**src/rtl/gated_edge_counter.sv**
```systemverilog
// gated_edge_counter: counts synchronized rising edges of sig_in while the enable gate is open,
// then latches the count and strobes count_valid when the gate closes.
// Ports:
//   clk          system clock
//   rst          asynchronous active-low reset
//   enable       gate window, synchronous to clk
//   sig_in       measured signal, asynchronous to clk
//   count_out    edge count of the last completed gate (saturating)
//   count_valid  one-cycle strobe when count_out/overflow update
//   overflow     last completed gate saturated the counter
//   busy         gate window in progress
module gated_edge_counter #(
   parameter int CNT_WIDTH   = 32,
   parameter int SYNC_STAGES = 2
) (
   input  logic                 clk,
   input  logic                 rst,
   input  logic                 enable,
   input  logic                 sig_in,
   output logic [CNT_WIDTH-1:0] count_out,
   output logic                 count_valid,
   output logic                 overflow,
   output logic                 busy
);
   typedef enum logic {IDLE, COUNT} state_t;
   localparam logic [CNT_WIDTH-1:0] CNT_MAX = '1;
   state_t                 state_q, state_d;
   logic [SYNC_STAGES-1:0] sync_q, sync_d;
   logic                   hist_q, hist_d;
   logic                   en_dly_q, en_dly_d;
   logic [CNT_WIDTH-1:0]   cnt_q, cnt_d;
   logic                   ovf_q, ovf_d;
   logic [CNT_WIDTH-1:0]   count_out_q, count_out_d;
   logic                   overflow_q, overflow_d;
   logic                   valid_q, valid_d;
   logic                   sig_edge, rise, fall;
   always_comb begin
      sync_d      = {sync_q[SYNC_STAGES-2:0], sig_in};
      hist_d      = sync_q[SYNC_STAGES-1];
      en_dly_d    = enable;
      sig_edge    = sync_q[SYNC_STAGES-1] & ~hist_q;
      rise        = enable & ~en_dly_q;
      fall        = ~enable & en_dly_q;
      state_d     = state_q;
      cnt_d       = cnt_q;
      ovf_d       = ovf_q;
      count_out_d = count_out_q;
      overflow_d  = overflow_q;
      valid_d     = 1'b0;
      case (state_q)
         IDLE: begin
            if (rise) begin
               state_d = COUNT;
               cnt_d   = CNT_WIDTH'(sig_edge);
               ovf_d   = 1'b0;
            end
         end
         default: begin
            // an edge arriving in the closing cycle is deliberately dropped
            if (fall) begin
               state_d     = IDLE;
               count_out_d = cnt_q;
               overflow_d  = ovf_q;
               valid_d     = 1'b1;
            end else if (sig_edge) begin
               cnt_d = (cnt_q == CNT_MAX) ? cnt_q : cnt_q + CNT_WIDTH'(1);
               ovf_d = ovf_q | (cnt_q == CNT_MAX);
            end
         end
      endcase
   end
   always_ff @(posedge clk or negedge rst) begin
      if (!rst) begin
         state_q     <= IDLE;
         sync_q      <= '0;
         hist_q      <= 1'b0;
         en_dly_q    <= 1'b0;
         cnt_q       <= '0;
         ovf_q       <= 1'b0;
         count_out_q <= '0;
         overflow_q  <= 1'b0;
         valid_q     <= 1'b0;
      end else begin
         state_q     <= state_d;
         sync_q      <= sync_d;
         hist_q      <= hist_d;
         en_dly_q    <= en_dly_d;
         cnt_q       <= cnt_d;
         ovf_q       <= ovf_d;
         count_out_q <= count_out_d;
         overflow_q  <= overflow_d;
         valid_q     <= valid_d;
      end
   end
   assign count_out   = count_out_q;
   assign count_valid = valid_q;
   assign overflow    = overflow_q;
   assign busy        = (state_q == COUNT);
endmodule

```
**config.mk**
```make
export PLATFORM = sky130hd
export DESIGN_NAME = gated_edge_counter
export DESIGN_NICKNAME = d
export VERILOG_FILES = /design/src/rtl/gated_edge_counter.sv
export SDC_FILE = /design/constraint.sdc
export NUM_CORES = 1
export LEC_CHECK = 0
export ABC_CLOCK_PERIOD_IN_PS = 4400
export CAP_MARGIN = 10
export CORE_MARGIN = 4
export CORE_UTILIZATION = 60
export CTS_BUF_LIST = sky130_fd_sc_hd__clkbuf_4 sky130_fd_sc_hd__clkbuf_8
export CTS_CLUSTER_SIZE = 8
export DETAILED_ROUTE_END_ITERATION = 8
export GPL_TIMING_DRIVEN = 0
export MAX_ROUTING_LAYER = met4
export PLACE_DENSITY = 0.84
export SLEW_MARGIN = 30
export SYNTH_ARGS = -nofsm -noshare
export SYNTH_HDL_FRONTEND = slang
export SYNTH_SLANG_ARGS = --single-unit
```
**constraint.sdc**
```tcl
create_clock -name clk -period 4.4 [get_ports clk]
set_input_delay 0.44 -clock clk [delete_from_list [all_inputs] [get_ports clk]]
set_output_delay 0.44 -clock clk [all_outputs]
set_load 0.02 [all_outputs]
```
==> results of run 1 <==
-- power breakdown --
group	switching, mW	internal (mW)
clock	0.243	0.354
combinational	0.125	0.0873
sequential	0.0390	0.695
total	0.408	1.14
-- through the flow --
| step | setup WS [ns] | std cells | total power [mW] |
|---|---|---|---|
| 2_1_floorplan | 2.10 | 330 | 0.856 |
| 3_3_place_gp | 0.555 | 440 | 0.942 |
| 3_5_place_dp | 1.65 | 441 | 0.951 |
| 4_1_cts | 1.67 | 457 | 1.54 |
| 5_1_grt | 1.52 | 457 | 1.59 |
| 6_report | 1.63 | 457 | 1.54 |
-- registers in the layout (all words and copies together), names as in the netlist --
name and flops:
cnt_q 32, count_out 32, hist_q 1, overflow 1, count_valid 1, en_dly_q 1, ovf_q 1, busy 1
sync_q 2
-- logic make-up (layout without fill, tap and decap cells) --
group,count (synthesis),after routing
flops,72,72
fa+ha+maj,2,2
simple gates,110,110
compound gates,79,79
buf+inv,34,89
mux,33,33
-- final cells by class --
cell class / instances / area, µm²
multi-input cells: 224 / 1550
clock inverters: 3 / 65.1
well taps: 72 / 90.1
inverters: 6 / 22.5
fillers: 396 / 1380
flip-flops and latches: 72 / 1800
plain buffers: 28 / 138
clock buffers: 13 / 160
repair buffers: 39 / 398
-- path summary, 6_finish.rpt --
kind / cells after the start / to / from / slack [ns]
max: 7 / cnt_q[0] / cnt_q[8] / 1.63
min: 1 / count_out[11] / rst / 0.01
max reg2reg: 7 / cnt_q[0] / cnt_q[8] / 1.63
min reg2reg: 0 / sync_q[1] / sync_q[0] / 0.37
max in group asynchronous: 2 / ovf_q / rst / 3.82
min in group clk: 0 / sync_q[1] / sync_q[0] / 0.37
-- cell usage after synthesis (3+ instances only) --
master    count  area [µm²]
o31ai_1      39         293
a21oi_1       7        35.0
mux2_2       29         327
buf_4         3        22.5
or3_1         5        31.3
mux2i_1       3        30.0
nor3_1        7        35.0
a31oi_1      10        62.6
and3_1        4        25.0
dfrtp_1      72        1800
nor2_1       12        45.0
nand2_1      25        93.8
clkbuf_1     17        63.8
and2_1        6        37.5
or4_1         4        30.0
buf_2         4        20.0
o41ai_1       5        43.8
nor4_1        8        50.1
nand3_1      17        85.1
o21ai_0       6        30.0
inv_1         6        22.5
nand4_1      12        75.1
-- per-layer routing --
layer | part of all wire | vias to the layer above | track usage
met4 | 0.018 | 0 | 0.0950
met1 | 0.44 | 1489 | 0.394
met3 | 0.071 | 19 | 0.0383
met5 | 0 | - | -
li1 | - | 1362 | -
met2 | 0.47 | 164 | 0.412
==> results.toml, run 1 <==
[status]
status = "completed"

[sta]
maxSlewViolCount = 0
fmax_mhz = 361
finalHoldViolations = 0
tightest_slew_ns = 0.742
fin_crit_sh = 0.629
fin_hold_ws_ns = 0.0103
slew_headroom = 0.501
final-setup-viol-count = 0
fin_tns_setup_ns = 0
period_needed_ns = 2.77
fin_skew_ns = 0.00880
rsz0062_at_grt = "no"

[critical_path]
endpoint_kind = "flop"
slowest_delay_ns = 0.74
cp.arrival_ns = 3.00
crit_buf_inv = 2
critPathMaxFanout = 10
cp.required_ns = 4.63
start_kind = "flop"
cp_cell_sequence = "clkbuf_2 -> nand3_1 -> or3_1 -> clkbuf_1 -> nor4_4 -> nor2_2 -> mux2_4"
crit_family = "simple AND/OR/NAND/NOR gates"
crit_type = "reg2reg"
cpMaxStageDelayCell = "nor4_4"

[place]
gp_congestion = 0.936
io_buffers = 38
post-dp-hpwl_um = 6060
placedInstanceArea_mm2 = 0.00400

[final_layout]
final_cell_mix = "dfrtp_1 (72), o31ai_1 (39), clkdlybuf4s50_1 (37), mux2_2 (29), nand2_1 (25)"
drive_gt1_frac = 0.166
final_common_cell = "dfrtp_1"
fin_area_mm2 = 0.00423
diodes = 0
syn_to_final_growth_pct = 20.3
fin_nets = 385
utilization = 0.754

[floorplan]
io_pins = 39
start_util = 0.627
coreArea_mm2 = 0.00561
die_h_um = 84.5
die_w_um = 84.5
rows = 27
die_area_mm2 = 0.00715

[global_routing]
grt_pass1_wl_um = 15200
grt_overflow = 0
grt_pass1_vias = 2912
antenna_found_initial = 0
grt_max_degree = 44
gr-usage-all-layers = 0.278

[detailed_routing]
vias = 3034
drc = 0
routed_via_density = 6.64
drtIter0Drc = 303
wl_per_cell_um = 20.2
antenna_left = 0
wl_um = 9230
drtPass1Iterations = 6

[logic_synthesis]
synthAdderAreaFrac = 0.00641
syn-num-nets = 335
synthSimpleGateAreaFrac = 0.171
ys_types = 45
synth_top_family_by_area = "simple AND/OR/NAND/NOR gates"
yosys.area_share.xor_xnor = 0
postSynth.asyncResetShare = 1.00
synth_compound_area_frac = 0.159
ys_ff_latch = 72
yosys-mux-area-fraction = 0.106
ys_seq_area_frac = 0.513
syn_avg_cell_area_um2 = 10.7
synth_edf_count = 0
synthCells = 330
synth_ff_type = "dfrtp_1"
synth_warnings = 0
netlist_area_mm2 = 0.00351

[cts]
clockBufferDepth = 2
cts.sinks = 72
postCtsSetupBuffers = 0
cts-htree-levels = 3
cts_root_buffer = "clkbuf_8"
clk_latency_ns = 0.35
cts_tree = "yes"
cts-resized-gates = 0
ctsHoldBuffers = 0
clk_pin_slew_worst_paths_ns = 0.08
numCtsBuffers = 9

[power]
ir_worst_vdd_uv = 303
p_per_area_mw_per_mm2 = 365
power.leakage_nw = 1.80

[job]
cap_violations = 0

[worst_hold_path]
min_path_type = "in2async"
Note: power is estimated with default switching activity, not from simulation.
==> run 2: changes to the inputs <==
- ABC_CLOCK_PERIOD_IN_PS: 4400 -> 2370
- CORE_UTILIZATION: 60 -> 53
- PLACE_DENSITY: 0.84 -> 0.79
- clock period: 4.4 -> 2.37 ns (I/O delays scaled with it)
==> run 2 against run 1 <==
Clock power grew 60%. Die area grew 12%. Non-clock buffer count grew 8. Fmax grew 19%. Final cell count grew 2.6%. Critical path depth grew 1. Register-to-register slack lost 1.6 ns. Combinational power grew 120%. Sequential share of layout area shrank 1.6 points. Sequential power grew 84%. Hold slack gained 0.32 ns. Worst setup slack lost 1.6 ns. Critical endpoint is now cnt_q[10]. Largest cell class unchanged.
==> results.toml, run 2 (synthesized netlist as in run 1, its figures left out) <==
[critical_path]
slowest_delay_ns = 0.56
cp.required_ns = 2.59
endpoint_kind = "flop"
cp_cell_sequence = "nand4_1 -> or4_1 -> buf_4 -> or3_1 -> buf_6 -> nand2_8 -> buf_6 -> o31ai_1"
crit_family = "simple AND/OR/NAND/NOR gates"
cpMostUsedCell = "buf_6"
start_kind = "flop"
cp.arrival_ns = 2.54
cpMaxStageDelayCell = "or4_1"
critPathMaxFanout = 8
crit_type = "reg2reg"
crit_buf_inv = 3

[global_routing]
grt_overflow = 0
gr-usage-all-layers = 0.276
antenna_found_initial = 0
grt_pass1_wl_um = 16000
grt_max_degree = 42
grt_pass1_vias = 3137

[power]
p_switching_uw = 759
p_per_area_mw_per_mm2 = 626
ir_worst_vdd_uv = 456
p_int_mw = 2.01
swShare = 0.275
seqPwrFrac = 0.487
clock_power_share = 0.347
power.leakage_nw = 1.89
power_frac_comb = 0.166

[sta]
final-setup-viol-count = 0
setup_slack_ns = 0.0494
maxSlewViolCount = 0
fin_skew_ns = 0.00782
slew_headroom = 0.458
finalHoldViolations = 0
fin_hold_ws_ns = 0.333
fin_tns_setup_ns = 0
fin_crit_sh = 0.979
fmax_mhz = 431
tightest_slew_ns = 0.805
period_needed_ns = 2.32

[floorplan]
coreArea_mm2 = 0.00639
rows = 29
die_area_mm2 = 0.00800
die_w_um = 89.4
die_h_um = 89.4
start_util = 0.550
io_pins = 39

[detailed_routing]
drtIter0Drc = 227
vias = 3055
antenna_left = 0
routed_via_density = 6.51
wl_um = 9660
drc = 0
drtPass1Iterations = 5
wl_per_cell_um = 20.6

[place]
post-dp-hpwl_um = 6270
dp_slack_ns = -0.359
gp_congestion = 0.910
io_buffers = 38

[cts]
cts_root_buffer = "clkbuf_8"
clockBufferDepth = 2
clk_latency_ns = 0.35
cts.sinks = 72
cts-htree-levels = 3
numCtsBuffers = 9
clk_pin_slew_worst_paths_ns = 0.07
cts_tree = "yes"

[status]
status = "completed"

[job]
cap_violations = 0

[final_layout]
drive_gt1_frac = 0.237
syn_to_final_growth_pct = 25.6
fin_nets = 393
final_cell_mix = "dfrtp_1 (66), o31ai_1 (39), clkdlybuf4s50_1 (37), mux2_2 (29), nand2_1 (25)"
final_common_cell = "dfrtp_1"
diodes = 0

[worst_hold_path]
min_path_type = "in2reg"
==> run 2: cell type report <==
cell class,instances,area (µm²)
well taps,77,96.3
inverters,6,22.5
flip-flops and latches,72,1810
multi-input cells,224,1620
clock inverters,4,45.0
clock buffers,11,145
repair buffers,52,523
fillers,506,1970
plain buffers,23,156
==> run 2: worst reg2reg max path, stage by stage, from the launching register on <==
cell and delay [ns]:
dfrtp_2 0.40, nand4_1 0.19, or4_1 0.56, buf_4 0.19, or3_1 0.36, buf_6 0.16, nand2_8 0.09, buf_6 0.15
o31ai_1 0.09
==> run 2: stage by stage <==
step	std cells	total power [mW]	util	instance area, µm²
after floorplan	330	1.59	-	3510
after global placement	445	1.75	0.625	3990
after detailed placement	446	1.77	0.628	4010
after CTS	468	2.75	0.674	4310
after global routing	469	2.88	0.691	4410
final	469	2.76	0.691	4410
==> run 2: final timing paths <==
| path | end | cells after the start | startpoint | slack (ns) |
|---|---|---|---|---|
| max | cnt_q[10] | 8 | cnt_q[19] | 0.05 |
| min | sync_q[0] | 1 | sig_in | 0.33 |
| max reg2reg | cnt_q[10] | 8 | cnt_q[19] | 0.05 |
| min reg2reg | sync_q[1] | 0 | sync_q[0] | 0.36 |
| max in group asynchronous | cnt_q[22] | 3 | rst | 1.43 |
| min in group asynchronous | count_out[3] | 2 | rst | 0.36 |
==> run 2: power by group through the flow <==
stage	combinational, mW	clock, mW	sequential (mW)
after floorplan	0.187	0	1.40
after global placement	0.374	0	1.38
after detailed placement	0.389	0	1.38
after CTS	0.440	0.968	1.35
after global routing	0.494	1.03	1.35
final	0.459	0.958	1.35
==> run 2: layer usage <==
layer	GRT usage	part of all wire	vias to the layer above
met5	-	0	-
met4	0.127	0.033	0
met3	0.0571	0.064	26
met2	0.407	0.47	131
met1	0.365	0.43	1527
li1	-	-	1371
==> run 2: what timing repair did <==
item / 4_1_cts / 5_1_grt
endpoints found under the hold margin: 31 / 0
gates resized for setup: 14 / 28
setup endpoints to repair: 32 / 46
pin swaps: 3 / 2
hold buffers: 1 / 0
buffers inserted: 8 / 2
cloned: 1 / 1
==> run 3: changes to the inputs <==
- CTS_CLUSTER_DIAMETER: not set -> 30
==> results of run 3 <==
No change in the layout: final DEF, timing and power equal those of run 2.
